## config.mk

```make
export PLATFORM = sky130hd
export DESIGN_NAME = iq_integrate_dump_flat
export DESIGN_NICKNAME = d
export VERILOG_FILES = /design/src/rtl/rx_pkg.sv /design/src/rtl/iq_integrate_dump_if.sv /design/src/rtl/iq_integrate_dump.sv /design/src/flat_wrapper.sv
export SDC_FILE = /design/constraint.sdc
export NUM_CORES = 1
export LEC_CHECK = 0
export BUFFER_PORTS_ARGS = -buffer_cell sky130_fd_sc_hd__buf_4
export CORE_ASPECT_RATIO = 2
export CORE_MARGIN = 3
export CORE_UTILIZATION = 50
export DETAILED_ROUTE_END_ITERATION = 12
export MAX_ROUTING_LAYER = met4
export PLACE_DENSITY = 0.81
export SKIP_LAST_GASP = 1
export SLEW_MARGIN = 25
export SYNTH_ARGS = -nofsm -noshare
export SYNTH_HDL_FRONTEND = slang
export SYNTH_SLANG_ARGS = --single-unit
```

## constraint.sdc

```tcl
create_clock -name clk -period 3.5 [get_ports clk]
set_input_delay 0.175 -clock clk [delete_from_list [all_inputs] [get_ports clk]]
set_output_delay 0.175 -clock clk [all_outputs]
set_load 0.02 [all_outputs]
```

## src/rtl/rx_pkg.sv

```systemverilog
// Shared receiver-path definitions: the mixer stream beat and the sizing helper
// used by the I/Q consumers.
package rx_pkg;

  localparam int RX_DW = 16;

  // One beat of the mixer's interleaved I/Q stream; last marks the Q word.
  typedef struct packed {
    logic signed [RX_DW-1:0] data;
    logic                    valid;
    logic                    last;
  } rx_beat_t;

  // Counter width for n states, never narrower than one bit.
  function automatic int clog2_min1(input int n);
    return (n < 2) ? 1 : $clog2(n);
  endfunction

endpackage

```

## src/rtl/iq_integrate_dump_if.sv

```systemverilog
// Input stream plus integrated I/Q output of the integrate-and-dump stage.
// slave is the block side, master is the driving/consuming environment.
interface iq_integrate_dump_if #(
  parameter int DW    = 16,
  parameter int DECIM = 64
);
  localparam int OW = DW + $clog2(DECIM);

  logic signed [DW-1:0] data_i;
  logic                 valid_i;
  logic                 last_i;
  logic                 ready_o;
  logic signed [OW-1:0] i_o;
  logic signed [OW-1:0] q_o;
  logic                 valid_o;
  logic                 ready_i;
  logic                 sync_err_o;

  modport slave (
    input  data_i, valid_i, last_i, ready_i,
    output ready_o, i_o, q_o, valid_o, sync_err_o
  );

  modport master (
    output data_i, valid_i, last_i, ready_i,
    input  ready_o, i_o, q_o, valid_o, sync_err_o
  );
endinterface

```

## src/rtl/iq_integrate_dump.sv

```systemverilog
// Pairs interleaved I/Q words, recovers from missing or extra last markers and
// sums DECIM pairs into one full-precision I/Q result on a valid/ready output.
module iq_integrate_dump
  import rx_pkg::*;
#(
  parameter int DW    = 16,
  parameter int DECIM = 64
) (
  input logic                clk,
  input logic                rst,
  iq_integrate_dump_if.slave bus
);

  localparam int OW = DW + $clog2(DECIM);
  localparam int CW = clog2_min1(DECIM);
  localparam logic [CW-1:0] LAST_CNT = CW'(DECIM - 1);

  typedef enum logic {
    WAIT_I = 1'b0,
    WAIT_Q = 1'b1
  } state_t;

  state_t               state, state_nxt;
  logic signed [DW-1:0] i_hold;
  logic signed [OW-1:0] acc_i, acc_q;
  logic signed [OW-1:0] i_r, q_r;
  logic [CW-1:0]        pair_cnt;
  logic                 valid_r, sync_err_r;
  logic                 ready, accept, load_i, pair_done, dump, frame_err;

  // NOTE: sequential state uses non-blocking assignments so every register
  // samples pre-edge values regardless of process evaluation order.
  always_ff @(posedge clk or posedge rst) begin
    if (rst) state <= WAIT_I;
    else     state <= state_nxt;
  end

  always_comb begin
    // NOTE: default assignment first, so no path leaves state_nxt unassigned
    // and no latch is inferred.
    state_nxt = state;
    if (accept) begin
      unique case (state)
        WAIT_I:  if (!bus.last_i) state_nxt = WAIT_Q;
        WAIT_Q:  if (bus.last_i)  state_nxt = WAIT_I;
        default: state_nxt = WAIT_I;
      endcase
    end
  end

  // Stall only when this pair would dump while the output slot is still full;
  // depends on registered state alone, never on ready_i.
  always_comb begin
    ready     = !(state == WAIT_Q && pair_cnt == LAST_CNT && valid_r);
    accept    = bus.valid_i && ready;
    load_i    = accept && !bus.last_i;
    pair_done = accept && bus.last_i && (state == WAIT_Q);
    dump      = pair_done && (pair_cnt == LAST_CNT);
    frame_err = accept && ((state == WAIT_I && bus.last_i) ||
                           (state == WAIT_Q && !bus.last_i));
  end

  // A second I without its Q simply replaces the held word.
  always_ff @(posedge clk or posedge rst) begin
    if (rst)         i_hold <= '0;
    else if (load_i) i_hold <= bus.data_i;
  end

  always_ff @(posedge clk or posedge rst) begin
    if (rst)            acc_i <= '0;
    else if (dump)      acc_i <= '0;
    else if (pair_done) acc_i <= acc_i + OW'(i_hold);
  end

  always_ff @(posedge clk or posedge rst) begin
    if (rst)            acc_q <= '0;
    else if (dump)      acc_q <= '0;
    else if (pair_done) acc_q <= acc_q + OW'(bus.data_i);
  end

  always_ff @(posedge clk or posedge rst) begin
    if (rst)            pair_cnt <= '0;
    else if (dump)      pair_cnt <= '0;
    else if (pair_done) pair_cnt <= pair_cnt + CW'(1);
  end

  // A fresh dump wins over the handshake so back-to-back results are not lost.
  always_ff @(posedge clk or posedge rst) begin
    if (rst) begin
      i_r     <= '0;
      q_r     <= '0;
      valid_r <= 1'b0;
    end else if (dump) begin
      i_r     <= acc_i + OW'(i_hold);
      q_r     <= acc_q + OW'(bus.data_i);
      valid_r <= 1'b1;
    end else if (valid_r && bus.ready_i) begin
      valid_r <= 1'b0;
    end
  end

  always_ff @(posedge clk or posedge rst) begin
    if (rst) sync_err_r <= 1'b0;
    else     sync_err_r <= frame_err;
  end

  assign bus.ready_o    = ready;
  assign bus.i_o        = i_r;
  assign bus.q_o        = q_r;
  assign bus.valid_o    = valid_r;
  assign bus.sync_err_o = sync_err_r;

endmodule

```

## src/flat_wrapper.sv

```systemverilog
// flat-port wrapper written by rule: the top's interface ports become plain ports
module iq_integrate_dump_flat import rx_pkg::*;
#(
  parameter int DW    = 16,
  parameter int DECIM = 64
)
  (clk, rst, bus_data_i, bus_valid_i, bus_last_i, bus_ready_i, bus_ready_o, bus_i_o, bus_q_o, bus_valid_o, bus_sync_err_o);
  iq_integrate_dump_if #(.DW(DW), .DECIM(DECIM)) bus_i ();
  input logic clk;
  input logic rst;
  input wire logic [$bits(bus_i.data_i)-1:0] bus_data_i;
  input wire logic [$bits(bus_i.valid_i)-1:0] bus_valid_i;
  input wire logic [$bits(bus_i.last_i)-1:0] bus_last_i;
  input wire logic [$bits(bus_i.ready_i)-1:0] bus_ready_i;
  output wire logic [$bits(bus_i.ready_o)-1:0] bus_ready_o;
  output wire logic [$bits(bus_i.i_o)-1:0] bus_i_o;
  output wire logic [$bits(bus_i.q_o)-1:0] bus_q_o;
  output wire logic [$bits(bus_i.valid_o)-1:0] bus_valid_o;
  output wire logic [$bits(bus_i.sync_err_o)-1:0] bus_sync_err_o;
  assign bus_i.data_i = bus_data_i;
  assign bus_i.valid_i = bus_valid_i;
  assign bus_i.last_i = bus_last_i;
  assign bus_i.ready_i = bus_ready_i;
  assign bus_ready_o = bus_i.ready_o;
  assign bus_i_o = bus_i.i_o;
  assign bus_q_o = bus_i.q_o;
  assign bus_valid_o = bus_i.valid_o;
  assign bus_sync_err_o = bus_i.sync_err_o;
  iq_integrate_dump #(.DW(DW), .DECIM(DECIM)) u_core (.clk(clk), .rst(rst), .bus(bus_i));
endmodule
```

==> results.py <==
metrics = {
    "status": {
        "outcome": "complete, no violations",
    },
    "logic_synthesis": {
        "synth_top_family_by_area": "compound AO/OA/AOI/OAI gates",
        "syn_area_sq_um": 6396,
        "synthCells": 640,
        "synth-compound-area-share_pct": 18.88,
        "synth-xor-area-share_pct": 5.556,
        "syn_nets": 706,
        "synth_edf_count": 0,
        "ys_ff_latch": 113,
        "yosys.area_share.simple_pct": 13.38,
        "synth-main-ff-cell": "dfrtp_1",
        "synthAdderAreaFrac_pct": 9.038,
        "async_reset_ff_share_pct": 100.0,
        "synth_area_per_cell_sq_um": 9.994,
        "synth.area.top_cells": "dfrtp_1, ha_1, mux2_2",
        "synth_most_common_cell": "dfrtp_1",
        "yosys-top-cells-count": "dfrtp_1, nand2_1, ha_1, a21oi_1, o21ai_0",
        "synth_seq_area_share_pct": 44.21,
        "synth_mux_area_share_pct": 6.358,
        "yosys_warnings": 0,
        "synth_cell_types": 57,
        "synth_top_area_cell": "dfrtp_1",
        "synth_top_area_share_pct": 44.21,
    },
    "worst_setup_path": {
        "crit_slowest_cell": "fa_1",
        "cp_max_fo": 5,
        "reg2reg_depth": 10,
        "cp_top_family": "compound AO/OA/AOI/OAI gates",
        "cp.buffers_inverters": 1,
        "crit_path_end_kind": "flop",
        "r2r-end": "u_core.bus.q_o[20]",
        "required_ns": 3.80,
        "r2r_slack_ns": 0.69,
        "crit_arrival_ns": 3.10,
        "worstReg2RegStart": "u_core.acc_q[0]",
        "max_stage_delay_ns": 0.39,
        "cp.depth": 10,
        "critical_path_class": "reg -> reg",
        "critical_path.cell_chain": "ha_1, inv_1, fa_1, nor2b_1, o2111ai_1, a21boi_1, a21oi_1, o31ai_1, xor2_1, mux2_2",
        "timing.critical_path.from_type": "flop",
    },
    "sta": {
        "fin_crit_sh_pct": 80.17,
        "setup_violations": 0,
        "hold_slack_ns": 0.01145,
        "finalMaxSlewViolations": 0,
        "fin_crit_ns": 2.806,
        "fin_ws_ns": 0.6941,
        "tightest_slew_ns": 0.8707,
        "hold_viol": 0,
        "fin_tns_setup_ns": 0,
        "relSlewSlack_pct": 41.95,
        "rsz0062_at_grt": "no",
        "max_freq_mhz": 356.4,
        "skew_ns": 0.01022,
    },
    "global_routing": {
        "grt_overflow": 0,
        "grt_pass1_vias": 5806,
        "grt_use_total_pct": 26.39,
        "antenna_found_initial": 0,
        "grt_pass1_wl_microns": 28780,
        "grt_max_degree": 70,
    },
    "drt": {
        "drt_pass1_iterations": 5,
        "routedWlPerCell_microns": 19.99,
        "vias": 5380,
        "routed_wl_microns": 17430,
        "drt-vias-per-instance": 6.170,
        "final_antenna_net_count": 0,
        "drc": 0,
        "first_iter_violations": 353,
    },
    "cells_and_area": {
        "nets": 778,
        "utilization_pct": 62.81,
        "diodes": 0,
        "area_delta_synth_final_pct": 21.17,
        "drive_above_1_share_pct": 21.38,
    },
    "clock_tree": {
        "cts_tree": "built",
        "cts_made_buffers": 17,
        "postCtsSetupBuffers": 0,
        "cts.path.max_buffers": 2,
        "cts-resized-gates": 0,
        "clkLatencyLatePin_ns": 0.42,
        "clock-sinks": 113,
        "ctsRootBufferMaster": "clkbuf_16",
        "cts_max_level": 4,
        "cts.clk_slew.worst_paths_ns": 0.06,
    },
    "min_path": {
        "holdPathStages": 2,
        "hold_end": "u_core.i_hold[12]",
        "min_from": "bus_data_i[12]",
        "hp-class": "in -> reg",
    },
    "pwr": {
        "power.leakage_nw": 3.815,
        "total_power_w": 0.006686,
        "vdd_ir_drop_max_mv": 0.4710,
        "power.density_nw_per_um2": 862.7,
    },
    "floorplan": {
        "die_x_microns": 85.98,
        "dieArea_sq_um": 14270,
        "die_h_microns": 166.0,
        "coreArea_sq_um": 12340,
        "start_util_pct": 51.84,
        "pin_count": 68,
        "num_rows": 57,
    },
    "placed_design": {
        "hpwl_microns": 12240,
        "io_buffers": 67,
        "routabilityCongestion": 0.9328,
        "dp_slack_ns": 0.7529,
    },
    "flow_run": {
        "drv_cap": 0,
    },
}
-- worst max-delay path by stage --
stage	start	end	slack, ns
after floorplan	rst	u_core.acc_i[0]	0.34
after global placement	u_core.i_hold[15]	u_core.bus.i_o[21]	0.80
after detailed placement	u_core.acc_q[0]	u_core.bus.q_o[20]	0.75
after CTS	u_core.acc_q[0]	u_core.bus.q_o[20]	0.74
after global routing	u_core.acc_q[0]	u_core.bus.q_o[20]	0.54
final	u_core.acc_q[0]	u_core.bus.q_o[20]	0.69
-- through the flow --
stage	area (sq um)	std cells
global route	7750	872
CTS	7750	872
finish	7750	872
floorplan	6396	640
global placement	7078	837
detailed placement	7078	837
-- layout by cell type (no fill, tap or decap), types with 3 or more instances in the layout --
cell             n
a21oi_1         36
a211o_1          3
nor3_1          11
nand2_1         99
buf_4           74
nor2b_1          4
o21bai_1         3
o21a_1           9
o21ai_0         36
and3_1           5
nand3_1         19
clkbuf_16       17
a31oi_1          6
o21ai_1          3
xor2_1          14
nand4_1          9
o211ai_1         3
a22o_1          30
ha_1            43
dlygate4sd3_1    3
bufinv_16        4
inv_1           14
and2_1           3
dfrtp_1        113
or3_1            4
mux2_2          33
inv_6            3
o31ai_1          9
clkinv_4         5
a21o_1          18
xnor2_1         24
a211oi_1         4
nor2_1          22
-- logic make-up after synthesis --
group | count (synthesis)
buffers and inverters | 41
AND/OR/NAND/NOR | 189
adder cells (fa/ha/maj) | 45
AO/OA/AOI/OAI | 177
multiplexers | 36
flip-flops | 113
XOR/XNOR | 39
-- area by class of cell --
class                           instances  area [sq um]
Clock buffer                           18         439.2
Fill cell                            1002          4588
Timing Repair Buffer                   79         625.6
Tap cell                              147         183.9
Sequential cell                       113          2828
Inverter                               15         58.81
Clock inverter                         14         202.7
Multi-Input combinational cell        486          3412
-- where the power goes --
| group | switching [W] | leakage [nW] | internal, W |
|---|---|---|---|
| logic | 0.00177 | 2.04 | 0.00123 |
| registers | 0.000210 | 1.46 | 0.00160 |
| clock network | 0.000661 | 0.311 | 0.00122 |
| total | 0.00264 | 3.81 | 0.00405 |
-- state kept, by name, indices dropped and copies added (netlist names) --
register	flops
u_core.acc_q	22
u_core.bus.valid_o	1
u_core.pair_cnt	6
u_core.i_hold	16
u_core.bus.i_o	22
u_core.state	1
u_core.acc_i	22
u_core.bus.sync_err_o	1
u_core.bus.q_o	22
-- layer usage --
metal,vias up,GRT usage (%),wire (microns)
li1,2462,-,-
met1,2654,27.53,6295
met2,201,45.28,9380
met3,63,4.518,785
met4,0,15.58,967
met5,-,-,0
-- worst register-to-register path: cells and delay by family, from the launching register on --
family          cells  cell delay (ns)
compound gates      4             1.13
fa+ha+maj           2             0.58
flops               1             0.34
mux                 1             0.27
simple gates        1             0.18
xor+xnor            1             0.12
buf+inv             1             0.06
-- what timing repair did --
item                       CTS  global route
hold buffers                 3             0
hold endpoints to repair    67             0
setup endpoints to repair    0             0
(Power assumes the default switching activity.)
